==> src/rtl/arbiter_mux_if.sv <==
// Handshake bundle between the requesting ports, the round-robin arbiter and
// the shared downstream sink, as seen by arbiter_mux.
interface arbiter_mux_if #(
  parameter int NUM_PORTS  = 6,
  parameter int DATA_WIDTH = 32
);
  logic [NUM_PORTS-1:0]            in_valid;
  logic [NUM_PORTS*DATA_WIDTH-1:0] in_data;
  logic [NUM_PORTS-1:0]            in_last;
  logic [NUM_PORTS-1:0]            in_ready;
  logic [NUM_PORTS-1:0]            request;
  logic [NUM_PORTS-1:0]            grant;
  logic                            active;
  logic                            out_valid;
  logic [DATA_WIDTH-1:0]           out_data;
  logic                            out_last;
  logic                            out_ready;

  // Environment side: ports, arbiter and downstream sink.
  modport master (
    output in_valid, in_data, in_last, grant, active, out_ready,
    input  in_ready, request, out_valid, out_data, out_last
  );

  // Mux side.
  modport slave (
    input  in_valid, in_data, in_last, grant, active, out_ready,
    output in_ready, request, out_valid, out_data, out_last
  );
endinterface

==> src/rtl/arbiter_mux.sv <==
// Packet-locked output mux behind a round-robin arbiter: one registered beat stage.
// Optional stall watchdog enabled by defining ARBITER_MUX_TIMEOUT_EN.
module arbiter_mux #(
  parameter int NUM_PORTS      = 6,
  parameter int DATA_WIDTH     = 32,
  parameter int TIMEOUT_CYCLES = 256
) (
  input  logic clk,
  input  logic rst,
  arbiter_mux_if.slave bus
`ifdef ARBITER_MUX_TIMEOUT_EN
  ,
  output logic timeout
`endif
);

  typedef enum logic [1:0] {IDLE, XFER, RELEASE} state_t;

  state_t                 state_q;
  logic [NUM_PORTS-1:0]   owner_q;
  logic                   out_valid_q;
  logic [DATA_WIDTH-1:0]  out_data_q;
  logic                   out_last_q;

  logic                   space;
  logic                   accept;
  logic                   stall_hit;
  logic [NUM_PORTS-1:0]   ready_vec;
  logic [NUM_PORTS-1:0]   req_vec;
  logic [DATA_WIDTH-1:0]  sel_data_d;
  logic                   sel_last_d;

  always_comb begin
    space      = ~out_valid_q | bus.out_ready;
    ready_vec  = (!rst && bus.active && space && (state_q != RELEASE)) ? bus.grant : '0;
    accept     = |(bus.in_valid & ready_vec);
    // Owner keeps requesting through valid bubbles and drops out for the RELEASE cycle.
    req_vec    = (bus.in_valid | ({NUM_PORTS{state_q == XFER}} & owner_q))
               & ~({NUM_PORTS{state_q == RELEASE}} & owner_q)
               & {NUM_PORTS{~rst}};
    sel_data_d = '0;
    sel_last_d = 1'b0;
    for (int i = 0; i < NUM_PORTS; i++) begin
      if (bus.grant[i]) begin
        sel_data_d = sel_data_d | bus.in_data[i*DATA_WIDTH +: DATA_WIDTH];
        sel_last_d = sel_last_d | bus.in_last[i];
      end
    end
  end

  assign bus.in_ready  = ready_vec;
  assign bus.request   = req_vec;
  assign bus.out_valid = out_valid_q;
  assign bus.out_data  = out_data_q;
  assign bus.out_last  = out_last_q;

`ifdef ARBITER_MUX_TIMEOUT_EN
  localparam int CNT_W = $clog2(TIMEOUT_CYCLES);

  logic [CNT_W-1:0] stall_q;
  logic             timeout_q;

  assign stall_hit = (state_q == XFER) && !accept
                  && (stall_q == CNT_W'(TIMEOUT_CYCLES - 1));
  assign timeout   = timeout_q;

  always_ff @(posedge clk or posedge rst) begin
    if (rst) begin
      stall_q   <= '0;
      timeout_q <= 1'b0;
    end else begin
      timeout_q <= stall_hit;
      if ((state_q != XFER) || accept || stall_hit) stall_q <= '0;
      else                                         stall_q <= stall_q + 1'b1;
    end
  end
`else
  assign stall_hit = 1'b0;
`endif

  always_ff @(posedge clk or posedge rst) begin
    if (rst) begin
      state_q     <= IDLE;
      owner_q     <= '0;
      out_valid_q <= 1'b0;
      out_data_q  <= '0;
      out_last_q  <= 1'b0;
    end else begin
      if (accept) begin
        out_valid_q <= 1'b1;
        out_data_q  <= sel_data_d;
        out_last_q  <= sel_last_d;
      end else if (bus.out_ready) begin
        out_valid_q <= 1'b0;
      end

      case (state_q)
        IDLE: begin
          if (accept) begin
            owner_q <= bus.grant;
            state_q <= sel_last_d ? RELEASE : XFER;
          end
        end
        XFER: begin
          if ((accept && sel_last_d) || stall_hit) state_q <= RELEASE;
        end
        RELEASE: state_q <= IDLE;
        default: state_q <= IDLE;
      endcase
    end
  end

endmodule
==> src/flat_wrapper.sv <==
// flat-port wrapper written by rule: the top's interface ports become plain ports
module arbiter_mux_flat 
#(
  parameter int NUM_PORTS      = 6,
  parameter int DATA_WIDTH     = 32,
  parameter int TIMEOUT_CYCLES = 256
)
  (clk, rst, bus_in_valid, bus_in_data, bus_in_last, bus_grant, bus_active, bus_out_ready, bus_in_ready, bus_request, bus_out_valid, bus_out_data, bus_out_last);
  arbiter_mux_if #(.NUM_PORTS(NUM_PORTS), .DATA_WIDTH(DATA_WIDTH)) bus_i ();
  input  logic clk;
  input  logic rst;
  input wire logic [$bits(bus_i.in_valid)-1:0] bus_in_valid;
  input wire logic [$bits(bus_i.in_data)-1:0] bus_in_data;
  input wire logic [$bits(bus_i.in_last)-1:0] bus_in_last;
  input wire logic [$bits(bus_i.grant)-1:0] bus_grant;
  input wire logic [$bits(bus_i.active)-1:0] bus_active;
  input wire logic [$bits(bus_i.out_ready)-1:0] bus_out_ready;
  output wire logic [$bits(bus_i.in_ready)-1:0] bus_in_ready;
  output wire logic [$bits(bus_i.request)-1:0] bus_request;
  output wire logic [$bits(bus_i.out_valid)-1:0] bus_out_valid;
  output wire logic [$bits(bus_i.out_data)-1:0] bus_out_data;
  output wire logic [$bits(bus_i.out_last)-1:0] bus_out_last;
  assign bus_i.in_valid = bus_in_valid;
  assign bus_i.in_data = bus_in_data;
  assign bus_i.in_last = bus_in_last;
  assign bus_i.grant = bus_grant;
  assign bus_i.active = bus_active;
  assign bus_i.out_ready = bus_out_ready;
  assign bus_in_ready = bus_i.in_ready;
  assign bus_request = bus_i.request;
  assign bus_out_valid = bus_i.out_valid;
  assign bus_out_data = bus_i.out_data;
  assign bus_out_last = bus_i.out_last;
  arbiter_mux #(.NUM_PORTS(NUM_PORTS), .DATA_WIDTH(DATA_WIDTH), .TIMEOUT_CYCLES(TIMEOUT_CYCLES)) u_core (.clk(clk), .rst(rst), .bus(bus_i));
endmodule
==> config.mk <==
export PLATFORM = sky130hd
export DESIGN_NAME = arbiter_mux_flat
export DESIGN_NICKNAME = d
export VERILOG_FILES = /design/src/rtl/arbiter_mux_if.sv /design/src/rtl/arbiter_mux.sv /design/src/flat_wrapper.sv
export SDC_FILE = /design/constraint.sdc
export NUM_CORES = 1
export LEC_CHECK = 0
export CAP_MARGIN = 20
export CORE_UTILIZATION = 29
export CTS_BUF_LIST = sky130_fd_sc_hd__clkbuf_4 sky130_fd_sc_hd__clkbuf_8
export CTS_CLUSTER_SIZE = 40
export DETAILED_ROUTE_END_ITERATION = 10
export PLACE_DENSITY_LB_ADDON = 0.2
export SKIP_CTS_REPAIR_TIMING = 1
export SLEW_MARGIN = 20
export SYNTH_ARGS = -nofsm -noshare
export SYNTH_HDL_FRONTEND = slang
export SYNTH_SLANG_ARGS = --single-unit
==> constraint.sdc <==
create_clock -name clk -period 1.9 [get_ports clk]
set_input_delay 0.285 -clock clk [delete_from_list [all_inputs] [get_ports clk]]
set_output_delay 0.285 -clock clk [all_outputs]
set_load 0.02 [all_outputs]
== After elaboration in Yosys (flattened, before gate mapping) ==
Index checks and enable logic that the tools add are counted.

* Equal/unequal tests: 5
* Multiplexer cells: 19
* Bitwise logic cells: 20
* Reductions and logical operators: 10

{| class="wikitable"
|+ Operators by type and width
! operator !! number
|-
| 32-bit two-way mux || 6
|-
| 32-bit bitwise OR || 5
|-
| 6-bit bitwise AND || 5
|-
| 1-bit two-way mux || 8
|-
| 2-bit two-way mux || 3
|-
| 6-bit two-way mux || 1
|-
| 6-bit inverter || 1
|-
| 1-bit bitwise OR || 6
|-
| 6-bit bitwise OR || 1
|-
| 6-bit OR reduction || 1
|-
| 1-bit logical AND || 4
|-
| 2-bit inequality test (second input constant) || 2
|-
| 2-bit one-hot mux with 2 select lines || 1
|-
| 2-bit AND reduction || 2
|-
| 2-bit by 1-bit == test with 1-bit output (second input constant) || 1
|-
| 2-bit == test (second input constant) || 1
|-
| 2-bit logical NOT || 1
|-
| 2-bit by 1-bit inequality test with 1-bit output (second input constant) || 1
|-
| 1-bit inverter || 2
|-
| 2-bit nonzero test || 1
|-
| 1-bit logical NOT || 1
|}

* Bits in registers: 42
* Input bits: 214
* Output and inout bits: 46
* Word-level logic and storage cells: 59

== Depth between registers and ports, before layout ==
* Depth after elaboration: 14
* Gate-level depth with buffers: 6
* Depth with buffers taken out: 4

== Worst setup path before layout ==
OpenSTA, ideal clock, no wires.

* Kind: input-to-reg
* From: input rst
* To: register u_core.owner_q[0]
* Setup time: 125 ps
* Arrival time: 1937 ps
* Path slack: -162 ps
* Cell stages on the path: 5
* Path buffers: 1
* Cell sequence: inv_2 nand4_1 or4_1 buf_6 mux2_4

* Word-level cells in the longest chain between the ends: 8

{| class="wikitable"
|+ RTL lines
! what !! RTL line !! text
|-
| start: declaration || flat_wrapper.sv:11 || <nowiki>input logic rst;</nowiki>
|-
| 1-bit logical NOT || arbiter_mux.sv:35 || <nowiki>ready_vec = (!rst && bus.active && space && (state_q != RELEASE)) ? bus.grant : '0;</nowiki>
|-
| 1-bit logical AND (3 in a row) || arbiter_mux.sv:35 ||
|-
| 6-bit two-way mux || arbiter_mux.sv:35 ||
|-
| 6-bit bitwise AND || arbiter_mux.sv:36 || <nowiki>accept = |(bus.in_valid & ready_vec);</nowiki>
|-
| 6-bit OR reduction || arbiter_mux.sv:36 ||
|-
| 2-bit AND reduction (no source line) || n/a ||
|-
| end signal: assignment || arbiter_mux.sv:100 || <nowiki>owner_q <= bus.grant;</nowiki>
|-
| end: declaration || arbiter_mux.sv:20 || <nowiki>logic [NUM_PORTS-1:0] owner_q;</nowiki>
|}

Every way passes these cells.
A chain may end at the register's enable or synchronous reset.

== Final worst setup path ==
* From: input bus_grant[4]
* To: register u_core.owner_q[1]

* Word-level cells in the longest chain between the ends: 4

{| class="wikitable"
|+ RTL lines
! what !! RTL line !! text
|-
| start: declaration || flat_wrapper.sv:15 || <nowiki>input wire logic [$bits(bus_i.grant)-1:0] bus_grant;</nowiki>
|-
| 6-bit two-way mux || arbiter_mux.sv:35 ||
|-
| 6-bit bitwise AND || arbiter_mux.sv:36 ||
|-
| 6-bit OR reduction || arbiter_mux.sv:36 ||
|-
| 2-bit AND reduction (no source line) || n/a ||
|}

Every way passes these cells.

==> summary.md <==
| Metric | Value |
|---|---|
| Area contributors post-synth | dfrtp_1, a22oi_1, mux2_1 |
| Outcome | complete, no violations |
| Die Area | 10200 µm² |
| # setup viols final | 0 |
| Post-route ant nets | 0 |
| Maxcap violations | 0 |
| Root Buffer | clkbuf_8 |
| Slew Viols, Final | 0 |
| Final Non-Filler Cells | 693 |
| Antenna violations before repair | 0 |
| CTS tree | done |
| Worst Setup End Kind | flop |
| PortBufs | 259 |
| FILL cells | 823 |
| Maximum vdd ir drop | 0.000374 V |
| Worst Path Max Fanout | 6 |
| Pwr Density | 615 nW/µm² |
| Slowest Stage Delay on Critical Path | 0.52 ns |
| Die W | 101 µm |
| Worst setup SP type | input port |
| Syn-to-layout area delta | 105% |
| Post-Route WL | 12.5 mm |
| GRT Util Overall | 23.6% |
| Max-slew headroom | 66.1% |
| WHS | 0.367 ns |
| Commonest cells post-synth | a22oi_1, dfrtp_1, nand3_1 |
| Synth Flop Type | dfrtp_1 |
| Req. time, crit path | 2.08 ns |
| Drt pass-1 iters | 4 |
| Synth top area share | 36.8% |
| Register bit total from synthesis | 42 |
| Drt initial violations | 93 |
| Row cnt | 35 |
| Synthesized net count | 511 |
| # diodes | 0 |
| Top-count cell post-synth | a22oi_1 |
| Fmax | 540 MHz |
| Post-synthesis cell count | 297 |
| Clk_lat worst skew | 0.30 ns |
| Largest net degree at the start of global routing | 40 |
| Worst-Margin Slew | 0.508 ns |
| Remaining Overflow, GRT | 0 |
| Worst hold path type | in2async |
| Synthesis Warnings | 0 |
| Placeable Area | 9370 µm² |
| Async SR Flop Fraction | 100% |
| Max clock buf depth | 2 |
| Syn Area/Cell | 9.61 µm² |
| Clock Pin Slew Worst Setup and Hold Paths | 0.08 ns |
| Library cells used by synthesis | 24 |
| DR vias | 3648 |
| Fraction of layout instances using a drive strength above 1 | 8.33% |
| Vias in the first global route | 3734 |
| CP cell instances | clkdlybuf4s50_1 -> a22oi_1 -> and3_1 -> or4_1 -> buf_4 -> mux2_4 |
| Residual DRC | 0 |
| Setup TNS | 0 ns |
| Leakage Power | 0.00245 µW |
| Routability cong. | 0.896 |
| Num CTS Buffers | 5 |
| Area leader, netlist | dfrtp_1 |
| Crit share post-route | 97.5% |
| Part of the Yosys area used for sequential elements | 36.8% |
| Initial Util | 30.5% |
| Post-DR wirelength/cell | 18.0 µm |
| Fin Clk Skew | 0.0124 ns |
| Final #Nets | 777 |
| Post-DP HPWL | 10.0 mm |
| CP Class | in2reg |
| I/O pins | 260 |
| First-pass GRT wire length | 18.5 mm |
| Clock tree sinks | 42 |
| Vias/cell | 5.26 |
| EDFF count, synth | 0 |
| WP data arrival | 2.03 ns |
| H-tree level count | 2 |
| Dpl cells | 685 |
| Slowest CP cell | clkdlybuf4s50_1 |
| Synthesized cell area | 2850 µm² |
| Number of failing hold endpoints at the final stage | 0 |
| Crit path time final | 1.85 ns |
| DIE HEIGHT | 101 µm |
-- worst max-delay path: cells and delay by family --
kind                   cells  cell delay [ns]
multiplexers               1             0.29
AO/OA/AOI/OAI              1             0.12
buffers and inverters      2             0.71
AND/OR/NAND/NOR            2             0.62
-- kinds of logic (layout without fill, tap and decap cells) --
group / Yosys count / after routing / synth area share, %
multiplexers: 38 / 38 / 15.8
buffers and inverters: 31 / 298 / 5.30
AND/OR/NAND/NOR: 68 / 68 / 12.5
flip-flops: 42 / 42 / 36.8
AO/OA/AOI/OAI: 118 / 118 / 29.6
-- flip-flops by register name (all words and copies together), names as in the netlist --
name	flops
u_core.bus.out_data	32
u_core.bus.out_last	1
u_core.state_q	2
u_core.owner_q	6
u_core.bus.out_valid	1
-- cell usage in the layout (no fill, tap or decap), drive strengths merged --
master / instances
nor3: 1
mux2: 38
nand4: 1
clkdlybuf4s50: 243
or2b: 2
inv: 1
and3: 2
nor2b: 6
or4: 1
o21ai: 9
clkbuf: 6
clkinv: 1
buf: 30
a21oi: 7
and2: 6
a22oi: 102
dlymetal6s2s: 16
dfrtp: 42
nand2: 14
and4: 1
clkinvlp: 1
nand3: 34
-- per-stage QoR --
| step | utilization (%) | setup slack (ns) | instance area [µm²] | total power (µW) |
|---|---|---|---|---|
| 3_3_place_gp | 61.0 | -0.310 | 5710 | 2980 |
| 5_1_grt | 62.4 | -0.0146 | 5850 | 3790 |
| 6_report | 62.4 | 0.0473 | 5850 | 3600 |
| 3_5_place_dp | 61.0 | -0.338 | 5710 | 3010 |
| 2_1_floorplan | - | 0.0803 | 2860 | 1970 |
| 4_1_cts | 62.0 | -0.298 | 5810 | 3630 |
-- metal layers --
metal,share of wire (%),track usage [%]
met1,37,25.8
met5,0,0
met3,7.7,4.90
met4,1.7,6.13
met2,54,46.0
-- power by group --
part / internal [µW] / total, µW / switching, µW
clock: 292 / 611 / 318
sequential: 1110 / 1230 / 124
combinational: 1030 / 1750 / 721
-- final timing paths --
check | endpoint | slack, ns | cells after the start | from
min reg2reg | u_core.bus.out_data[2] | 0.49 | 1 | u_core.bus.out_data[2]
min | u_core.bus.out_valid | 0.37 | 3 | rst
max reg2reg | u_core.owner_q[1] | 0.07 | 5 | u_core.state_q[1]
min in group clk | u_core.bus.out_data[2] | 0.49 | 1 | u_core.bus.out_data[2]
max in group asynchronous | u_core.bus.out_data[18] | 0.99 | 3 | rst
max | u_core.owner_q[1] | 0.05 | 6 | bus_grant[4]
-- area by class of cell --
class	count	area, µm²	area share [%]
clock buffer	6	82.6	1.41
clock inverter	2	12.5	0.214
inverter	1	6.26	0.107
multi-input combinational	224	1650	28.3
sequential	42	1050	18.0
tap	129	161	2.76
timing repair buffer	289	2880	49.3
No activity file was read; power rests on OpenSTA's default activity.
